`config.mk`:
```
export PLATFORM = sky130hd
export DESIGN_NAME = t10_uart_tx
export DESIGN_NICKNAME = d
export VERILOG_FILES = /design/src/rtl/t10_uart_pkg.sv /design/src/rtl/t10_baud_tick.sv /design/src/rtl/t10_uart_tx.sv
export SDC_FILE = /design/constraint.sdc
export NUM_CORES = 1
export LEC_CHECK = 0
export CELL_PAD_IN_SITES_DETAIL_PLACEMENT = 2
export CELL_PAD_IN_SITES_GLOBAL_PLACEMENT = 2
export CORE_AREA = 2 2 64 66
export CTS_CLUSTER_DIAMETER = 200
export CTS_CLUSTER_SIZE = 10
export DETAILED_ROUTE_END_ITERATION = 16
export DIE_AREA = 0 0 66 68
export PLACE_DENSITY = 0.84
export SLEW_MARGIN = 20
export SYNTH_ARGS = -nofsm -noshare
export SYNTH_HDL_FRONTEND = slang
export SYNTH_SLANG_ARGS = --single-unit
```
`constraint.sdc`:
```
create_clock -name clk -period 2.35 [get_ports clk]
set_input_delay 0.47 -clock clk [delete_from_list [all_inputs] [get_ports clk]]
set_output_delay 0.47 -clock clk [all_outputs]
set_load 0.03 [all_outputs]
```
`src/rtl/t10_uart_pkg.sv`:
```
// Shared UART definitions: frame FSM states, default baud divisor and data width.
// Intended for reuse by a future t10 receiver.
package t10_uart_pkg;

    localparam int unsigned DEFAULT_CLKS_PER_BIT = 1042;
    localparam int unsigned DATA_WIDTH           = 8;

    typedef enum logic [2:0] {
        IDLE,
        START,
        DATA,
        PARITY,
        STOP
    } tx_state_t;

endpackage

```
`src/rtl/t10_baud_tick.sv`:
```
// Bit-period counter: one-cycle bit_tick on the last cycle of every bit period.
// The counter is held at zero while clear is asserted.
module t10_baud_tick #(
    parameter int unsigned CLKS_PER_BIT = 4
) (
    input  logic clk,
    input  logic nRst,
    input  logic clear,
    output logic bit_tick
);

    localparam int unsigned CNT_W = (CLKS_PER_BIT > 1) ? $clog2(CLKS_PER_BIT) : 1;
    localparam logic [CNT_W-1:0] LAST = CNT_W'(CLKS_PER_BIT - 1);

    logic [CNT_W-1:0] cnt;

    assign bit_tick = (cnt == LAST);

    always_ff @(posedge clk or negedge nRst) begin
        if (!nRst) begin
            cnt <= '0;
        end else if (clear || bit_tick) begin
            cnt <= '0;
        end else begin
            cnt <= cnt + 1'b1;
        end
    end

endmodule

```
`src/rtl/t10_uart_tx.sv`:
```
// UART transmitter: 8N1 frames, or 8-E-1 when T10_UART_TX_PARITY_EN is defined.
// One-cycle transmit_ready acknowledges each accepted byte.
module t10_uart_tx
    import t10_uart_pkg::*;
#(
    parameter int unsigned CLKS_PER_BIT = DEFAULT_CLKS_PER_BIT
) (
    input  logic                  clk,
    input  logic                  nRst,
    input  logic                  tx_ctrl,
    input  logic [DATA_WIDTH-1:0] tx_byte,
    output logic                  transmit_ready,
    output logic                  tx_busy,
    output logic                  tx_serial
);

    tx_state_t             state, next_state;
    logic [DATA_WIDTH-1:0] shift_reg;
    logic [2:0]            bit_idx;
    logic                  accept;
    logic                  bit_tick;
    logic                  line;
`ifdef T10_UART_TX_PARITY_EN
    logic                  parity_bit;
`endif

    // Counter is held cleared in IDLE, so every frame starts at count zero.
    t10_baud_tick #(
        .CLKS_PER_BIT(CLKS_PER_BIT)
    ) u_baud (
        .clk      (clk),
        .nRst     (nRst),
        .clear    (state == IDLE),
        .bit_tick (bit_tick)
    );

    always_comb begin
        next_state = state;
        accept     = 1'b0;
        line       = 1'b1;
        case (state)
            IDLE: begin
                if (tx_ctrl) begin
                    accept     = 1'b1;
                    next_state = START;
                end
            end
            START: begin
                line = 1'b0;
                if (bit_tick) next_state = DATA;
            end
            DATA: begin
                line = shift_reg[0];
                if (bit_tick && bit_idx == 3'd7) begin
`ifdef T10_UART_TX_PARITY_EN
                    next_state = PARITY;
`else
                    next_state = STOP;
`endif
                end
            end
`ifdef T10_UART_TX_PARITY_EN
            PARITY: begin
                line = parity_bit;
                if (bit_tick) next_state = STOP;
            end
`endif
            STOP: begin
                line = 1'b1;
                if (bit_tick) next_state = IDLE;
            end
            default: next_state = IDLE;
        endcase
    end

    always_ff @(posedge clk or negedge nRst) begin
        if (!nRst) begin
            state          <= IDLE;
            shift_reg      <= '0;
            bit_idx        <= '0;
            transmit_ready <= 1'b0;
        end else begin
            state          <= next_state;
            transmit_ready <= accept;
            if (accept) begin
                shift_reg <= tx_byte;
                bit_idx   <= '0;
            end else if (state == DATA && bit_tick) begin
                shift_reg <= shift_reg >> 1;
                bit_idx   <= bit_idx + 3'd1;
            end
        end
    end

`ifdef T10_UART_TX_PARITY_EN
    // Even parity is captured at acceptance since the shift register is consumed.
    always_ff @(posedge clk or negedge nRst) begin
        if (!nRst) begin
            parity_bit <= 1'b0;
        end else if (accept) begin
            parity_bit <= ^tx_byte;
        end
    end
`endif

    assign tx_serial = line;
    assign tx_busy   = (state != IDLE);

endmodule

```
# Word-level counts from Yosys, hierarchy flattened
# Index checks and enable logic that the tools add are counted.
# classes
add_sub_neg	2
n_mux	13
reduce_logical	7
eq_ne	9
# ops
cell	n
3-bit 2-to-1 mux	6
8-bit 2-to-1 mux	2
3-bit case mux with 4 select lines	1
11-bit by 1-bit adder with 11-bit output, second input constant	1
11-bit equality test, second input constant	1
11-bit 2-to-1 mux	1
2-bit inequality test, second input constant	4
3-bit equality test, second input constant	2
4-bit AND reduction	1
3-bit by 1-bit adder with 3-bit output, second input constant	1
3-bit by 1-bit equality test with 1-bit output, second input constant	1
3-bit by 2-bit equality test with 1-bit output, second input constant	1
3-bit zero test	1
3-bit nonzero test	1
1-bit logical AND	2
1-bit 2-to-1 mux	2
1-bit case mux with 2 select lines	1
2-bit nonzero test	1
1-bit logical OR	1
# word_totals
word_cells	36
register_bits	26

# Longest topological paths before layout
# depth
ltp_word	4
depth_mapped	8
ltp_nobuf	6

# Cells and area by module
# Synthesis repeated with hierarchy kept, for this count alone.
# unflattened
cells_unflattened	127
hier_area_um2	1347.5
# modules_own_cells
module	area_each_um2	cells_per_inst	n_inst
t10_uart_tx	775.7	72	1
t10_baud_tick	571.8	55	1

# Worst setup path before layout
# No wires, ideal clock.
# synth_timing
kind	flip-flop to output port
from	register state[0]
to	output tx_busy
t_required_ns	1.880
path_buffers	1
slack_ns	0.811
stages_incl_launch_ff	4
t_arrival_ns	1.069
path_cell_list	dfrtp_1 > clkbuf_2 > nor3_1 > inv_1
# synth_via
elab_chain_len	1
# synth_lines
element	line	source
from (decl)	t10_uart_tx.sv:17	tx_state_t state, next_state;
from (signal assigned)	t10_uart_tx.sv:83	state <= next_state;
3-bit nonzero test	t10_uart_tx.sv:107	assign tx_busy = (state != IDLE);
to (decl)	t10_uart_tx.sv:13	output logic tx_busy,
# No other way between the ends.

# Worst setup path in the final report
# Same ends and word-level chain as after synthesis.

==> results.py <==
metrics = {
    "status": {
        "status": "finished clean",
    },
    "power_and_ir_drop": {
        "ir_drop_uv": 283.1,
        "power.switching_w": 0.0003661,
        "power_density_nw_per_um2": 767.2,
        "power.total_w": 0.001155,
        "power.internal_w": 0.0007887,
        "sequentialPowerShare_pct": 55.5,
        "clockPowerShare_pct": 25.4,
        "switching_share_pct": 31.70,
        "pwr-share-comb_pct": 19.1,
        "p_leak_nw": 0.6928,
    },
    "layout": {
        "drive_above_1_share_pct": 8.889,
        "final_common_cell": "dfrtp_1",
        "nNetsFinal": 151,
        "synthToLayoutAreaGrowth_pct": 17.37,
        "final_cell_mix": "dfrtp_1, nor2_1, clkdlybuf4s50_1, nand2_1, nand3_1",
        "largest_reg_flops": 11,
        "fillers": 423,
        "diodes": 0,
        "fin_cells": 185,
        "ff_latch_area_um2": 650.6,
        "multiInputGateArea_um2": 578.1,
    },
    "sta": {
        "fin_skew_ns": 0.003003,
        "tightest_slew_ns": 0.4173,
        "period_share_pct": 92.82,
        "rsz0062_at_grt": "no",
        "clock.fmax_mhz": 458.5,
        "slew-limit-headroom_pct": 72.11,
        "fin_crit_ns": 2.181,
        "fin_ws_ns": 0.1688,
        "maxSlewViolCount": 0,
        "hold_ws_ns": 0.5069,
        "finalSetupTns_ns": 0,
        "setup_viol": 0,
        "hold_viol_final": 0,
    },
    "clocking": {
        "ctsLongestPathBuffers": 2,
        "cts.sinks": 26,
        "clk_latency_ns": 0.27,
        "cts_tree": "done",
        "hold_buffers": 0,
        "cts-root-buf": "clkbuf_8",
        "clk_pin_slew_ns": 0.09,
        "htree_num_levels": 1,
        "cts_buffers": 3,
    },
    "run": {
        "max_cap_violations": 0,
    },
    "logic_synthesis": {
        "synthArstFlopShare_pct": 100.0,
        "yosysSeqAreaShare_pct": 50.73,
        "synth-edff-count": 0,
        "synth-seq-cells": 26,
        "syn_inst": 121,
        "synth_warnings": 0,
        "synth_nets": 136,
        "synth_ff_type": "dfrtp_1",
        "synth_cell_types": 32,
        "avgSynthCellArea_um2": 10.60,
        "syn_area_um2": 1282,
    },
    "critical_path": {
        "cp.required_ns": 1.88,
        "critPathLaunchType": "flop",
        "path_depth": 3,
        "cpPeakStageDelay_ns": 0.59,
        "cp_max_fo": 8,
        "path_class": "flop to primary output",
        "reg2regPathDepth": 4,
        "path_cells": "nor3_1 -> inv_1 -> clkdlybuf4s50_1",
        "crit_arrival_ns": 1.71,
        "regToRegSetupSlack_ns": 0.48,
        "critPathBufInv": 2,
        "slowest_stage": "clkdlybuf4s50_1",
        "worstReg2RegStart": "u_baud.cnt[5]",
        "cpLargestDelayFamily": "buffers and inverters",
        "end_kind": "primary output",
        "rr_endpoint": "u_baud.cnt[4]",
    },
    "min_path": {
        "hold_start": "shift_reg[5]",
        "holdPathStages": 1,
        "hold_class": "flop to flop",
        "whs_endpoint": "shift_reg[5]",
    },
    "drt": {
        "drc": 0,
        "routed_via_density": 5.065,
        "ant_nets": 0,
        "drt-pass1-iter-count": 3,
        "wl_per_cell_um": 15.64,
        "wirelength_um": 2893,
        "vias": 937,
        "drt_iter0_markers": 22,
    },
    "placed_design": {
        "port_buffers": 13,
        "pre_cts_slack_ns": 0.3228,
        "place_inst": 181,
        "gp_congestion": 0.7106,
        "hpwl_um": 2074,
    },
    "global_route": {
        "antenna_found_initial": 0,
        "gr-total-overflow": 0,
        "grt_pass1_vias": 958,
        "grt_pass1_wl_um": 4740,
        "gr-usage-all-layers_pct": 14.42,
        "grt_start_max_net_pins": 27,
    },
    "die": {
        "die_w_um": 66,
        "dieArea_um2": 4488,
        "initial_core_util_pct": 33.26,
        "die_h_um": 68,
        "rows": 23,
        "pin_count": 14,
        "core-area_um2": 3856,
    },
}
==> area by class of cell <==
cell class / instances / area share (%)
well taps: 50 / 4.156
inverters: 3 / 0.7481
clock buffers: 4 / 3.658
flip-flops and latches: 26 / 43.23
multi-input cells: 87 / 38.40
repair buffers: 15 / 9.809
==> cells by family after synthesis <==
kind of cell | after synthesis | synth area share [%]
flops | 26 | 50.73
fa+ha+maj | 4 | 3.903
buf+inv | 8 | 4.194
simple gates | 54 | 23.42
xor+xnor | 9 | 6.146
mux | 5 | 3.903
compound gates | 15 | 7.708
==> synthesized netlist by cell type (all sizes together) (2+ instances only) <==
cell   number  area [um2]
mux2i       5       50.05
ha          4       50.05
nand4       4       31.28
dfrtp      26       650.6
nand3       8       40.04
a21oi       6       30.03
nand2      10       40.04
o21ai       2       10.01
o22a        3       26.28
xnor2       5       43.79
nor3        3       15.01
and3        2       12.51
nor2       17       63.81
or2         2       12.52
o21a        3       22.52
xor2        4       35.03
buf         4       37.53
inv         3       11.26
==> repair_timing <==
item,in CTS,in global routing
buffers inserted,0,0
endpoints found under the setup margin,0,1
resized for setup,0,1
==> power by group through the flow <==
stage          Clock (W)  Combinational (W)  Sequential, W
2_1_floorplan          0           0.000150       0.000612
3_3_place_gp           0           0.000195       0.000631
3_5_place_dp           0           0.000218       0.000645
4_1_cts         0.000297           0.000226       0.000640
5_1_grt         0.000323           0.000252       0.000652
6_report        0.000293           0.000221       0.000641
==> through the flow <==
stage | cell area, um2 | utilization [%]
after floorplan | 1282 | -
final | 1505 | 39.03
after global routing | 1505 | 39.03
after CTS | 1503 | 38.97
after detailed placement | 1448 | 37.54
after global placement | 1448 | 37.54
==> how the worst max path moves through the flow <==
| stage | end | startpoint | slack, ns |
|---|---|---|---|
| finish | tx_busy | state[0] | 0.17 |
| global route | tx_busy | state[0] | 0.08 |
| CTS | tx_serial | state[0] | 0.01 |
| detailed placement | tx_serial | state[0] | 0.32 |
| global placement | tx_serial | state[0] | 0.39 |
| floorplan | tx_busy | state[0] | 0.81 |
==> layer usage <==
layer | share of wire (%) | up-vias | track usage [%]
met5 | 0 | - | 0
li1 | - | 449 | -
met3 | 2.0 | 4 | 1.974
met1 | 43 | 474 | 17.75
met4 | 1.5 | 0 | 6.122
met2 | 53 | 10 | 25.51
(Power assumes the default switching activity.)
==> patch (config.mk and constraints unchanged) <==
Re-encode `tx_state_t` (5 states) as Gray code, 3 bits wide.
--- a/src/rtl/t10_uart_pkg.sv
+++ b/src/rtl/t10_uart_pkg.sv
@@ -8,7 +8,7 @@
     typedef enum logic [2:0] {
-        IDLE,
-        START,
-        DATA,
-        PARITY,
-        STOP
+        IDLE   = 3'b000,
+        START  = 3'b001,
+        DATA   = 3'b011,
+        PARITY = 3'b010,
+        STOP   = 3'b110
     } tx_state_t;
Function: same outputs for any inputs over 10 cycles, from zero or initial values and one cycle with nRst low; not proved beyond that.
==> patch against the unedited design <==
Via count is 3.6% higher. Cell area is 2.1% higher. Register-to-register slack worse by 210 ps. Power is 5.1% higher. Combinational power is 7% lower. Non-clock buffer count is 2 higher. Sequential cell count stayed put. Die area stayed put. Core utilization is 0.81 points higher. Maximum frequency is 4.3% higher. Worst setup slack better by 90 ps. Routed wire length is 1.6% higher. Synthesized area is 1.6% lower.
==> patch: results (changes against the unedited design) <==
| Metric | Value |
|---|---|
| PwrDens | 790 mW/mm² (+2.9%) |
| IO Port Bufs | 13 (unchanged) |
| Min-delay worst type | reg -> reg |
| Worst flop-to-flop path startpoint | u_baud.cnt[1]$_DFF_PN0_ |
| Async SR Flop Fraction | 100% (unchanged) |
| RR Endpoint | shift_reg[2]$_DFFE_PN0P_ |
| Hold Crit Start | state[2]$_DFFE_PN0P_ |
| Overall Global Routing Usage | 15.2% (+0.77 points) |
| Dpl hpwl | 2140 µm (+3.0%) |
| Commonest non-fill, non-tap cell in the layout | dfrtp_1 |
| Worst slew pin tran | 337 ps (-80.6 ps) |
| Worst reg-to-reg path cell count | 7 (+3) |
| Yosys cell types | 27 (-16%) |
| Critical path's largest stage delay | 670 ps (+80 ps) |
| DR pass1 iterations | 2 (-1) |
| Largest net degree at the start of global routing | 27 (unchanged) |
| Worst VDD drop | 0.236 mV (-17%) |
| Status | finished, final reports clean |
| Register area share after synthesis | 51.5% (+0.80 points) |
| Layout cells sized above 1 | 10.6% (+1.7 points) |
| Power Clock | 374 µW (+28%) |
| Diode count | 0 (unchanged) |
| TritonCTS buffer count | 3 (unchanged) |
| CTS Buffer Depth | 2 (unchanged) |
| Family with the most delay on the worst path | buffers and inverters |
| Worst hold path stage count | 1 (unchanged) |
| Ranking of synthesized cells by area | dfrtp_1 (52%), nor2_1 (5.9%), mux2i_1 (5.6%), ha_1 (4.0%), a21oi_1 (3.6%) |
| Peak fanout along the critical path | 5 (-3) |
| First-pass GRT wire length | 5130 µm (+8.3%) |
| Leading area contributor after synthesis | dfrtp_1 |
| Root Buffer | clkbuf_8 |
| NetSw | 355 µW (-3.0%) |
| Leak | 0.652 nW (-5.9%) |
| Vias in the first global route | 1109 (+16%) |
| Nets | 157 (+4.0%) |
| DR vias | 971 (+3.6%) |
| Net Count, Synth | 138 (+1.5%) |
| Post-CTS Setup Bufs | 0 (unchanged) |
| DR iter-0 viols | 27 (+23%) |
| Avg WL per Cell | 15.4 µm (-1.6%) |
| Reg2reg setup slack | 270 ps (-210 ps) |
| Post_cts resized | 0 (unchanged) |
| Synth top cells by count | dfrtp_1 (26), nor2_1 (20), nand2_1 (11) |
| CTS clk-pin slew, worst paths | 100 ps |
| Arr. time, crit path | 1620 ps (-90 ps) |
| Combinational power | 206 µW (-7%) |
| Placer Congestion | 0.746 (+5.0%) |
| Hold Path End | state[0]$_DFFE_PN0P_ |
| Worst path slowest cell | clkdlybuf4s50_1 |
| Skew-Pair Late Insertion Delay | 280 ps |
| Clk_skew | 11.6 ps (+8.61 ps) |
patch: area by class of cell:
cell class	instances	area, µm²
timing repair buffer	17	160
fill	425	2320
clock buffer	3	41.3
inverter	5	18.8
multi-input combinational	89	573
tap	50	62.6
clock inverter	1	30.0
sequential	26	651
patch: worst max path at each step:
| stage | from | endpoint | slack, ps | depth (start not counted) |
|---|---|---|---|---|
| 2_1_floorplan | u_baud.cnt[1]$_DFF_PN0_ | shift_reg[2]$_DFFE_PN0P_ | 300 | 7 |
| 3_3_place_gp | u_baud.cnt[1]$_DFF_PN0_ | bit_idx[0]$_DFFE_PN0P_ | 350 | 7 |
| 3_5_place_dp | u_baud.cnt[1]$_DFF_PN0_ | bit_idx[0]$_DFFE_PN0P_ | 300 | 7 |
| 4_1_cts | state[0]$_DFFE_PN0P_ | tx_serial | 240 | 3 |
| 5_1_grt | u_baud.cnt[1]$_DFF_PN0_ | shift_reg[5]$_DFFE_PN0P_ | 160 | 7 |
| 6_report | state[0]$_DFFE_PN0P_ | tx_serial | 260 | 3 |
patch: cell families after synthesis:
group	Yosys count	synth area share (%)
adder cells (fa/ha/maj)	4	3.96
multiplexers	8	6.44
AO/OA/AOI/OAI	17	7.63
flip-flops	26	51.5
XOR/XNOR	8	5.55
buffers and inverters	8	3.07
AND/OR/NAND/NOR	52	21.8
patch: stage by stage:
stage	util (%)	worst slack (ps)	cell area, µm²	hold slack, ps	instances
detailed placement	38.0	298	1470	520	187
floorplan	-	305	1260	174	123
finish	39.8	259	1540	541	191
CTS	39.8	244	1540	541	191
global placement	38.0	349	1470	483	187
global route	39.8	157	1540	558	191
patch: per-layer routing:
metal,part of all wire (%),vias up,track usage (%)
met5,0,-,0
met4,2.1,0,7.65
met3,2.2,6,2.47
met2,53,12,27.7
met1,42,497,17.3
li1,-,456,-
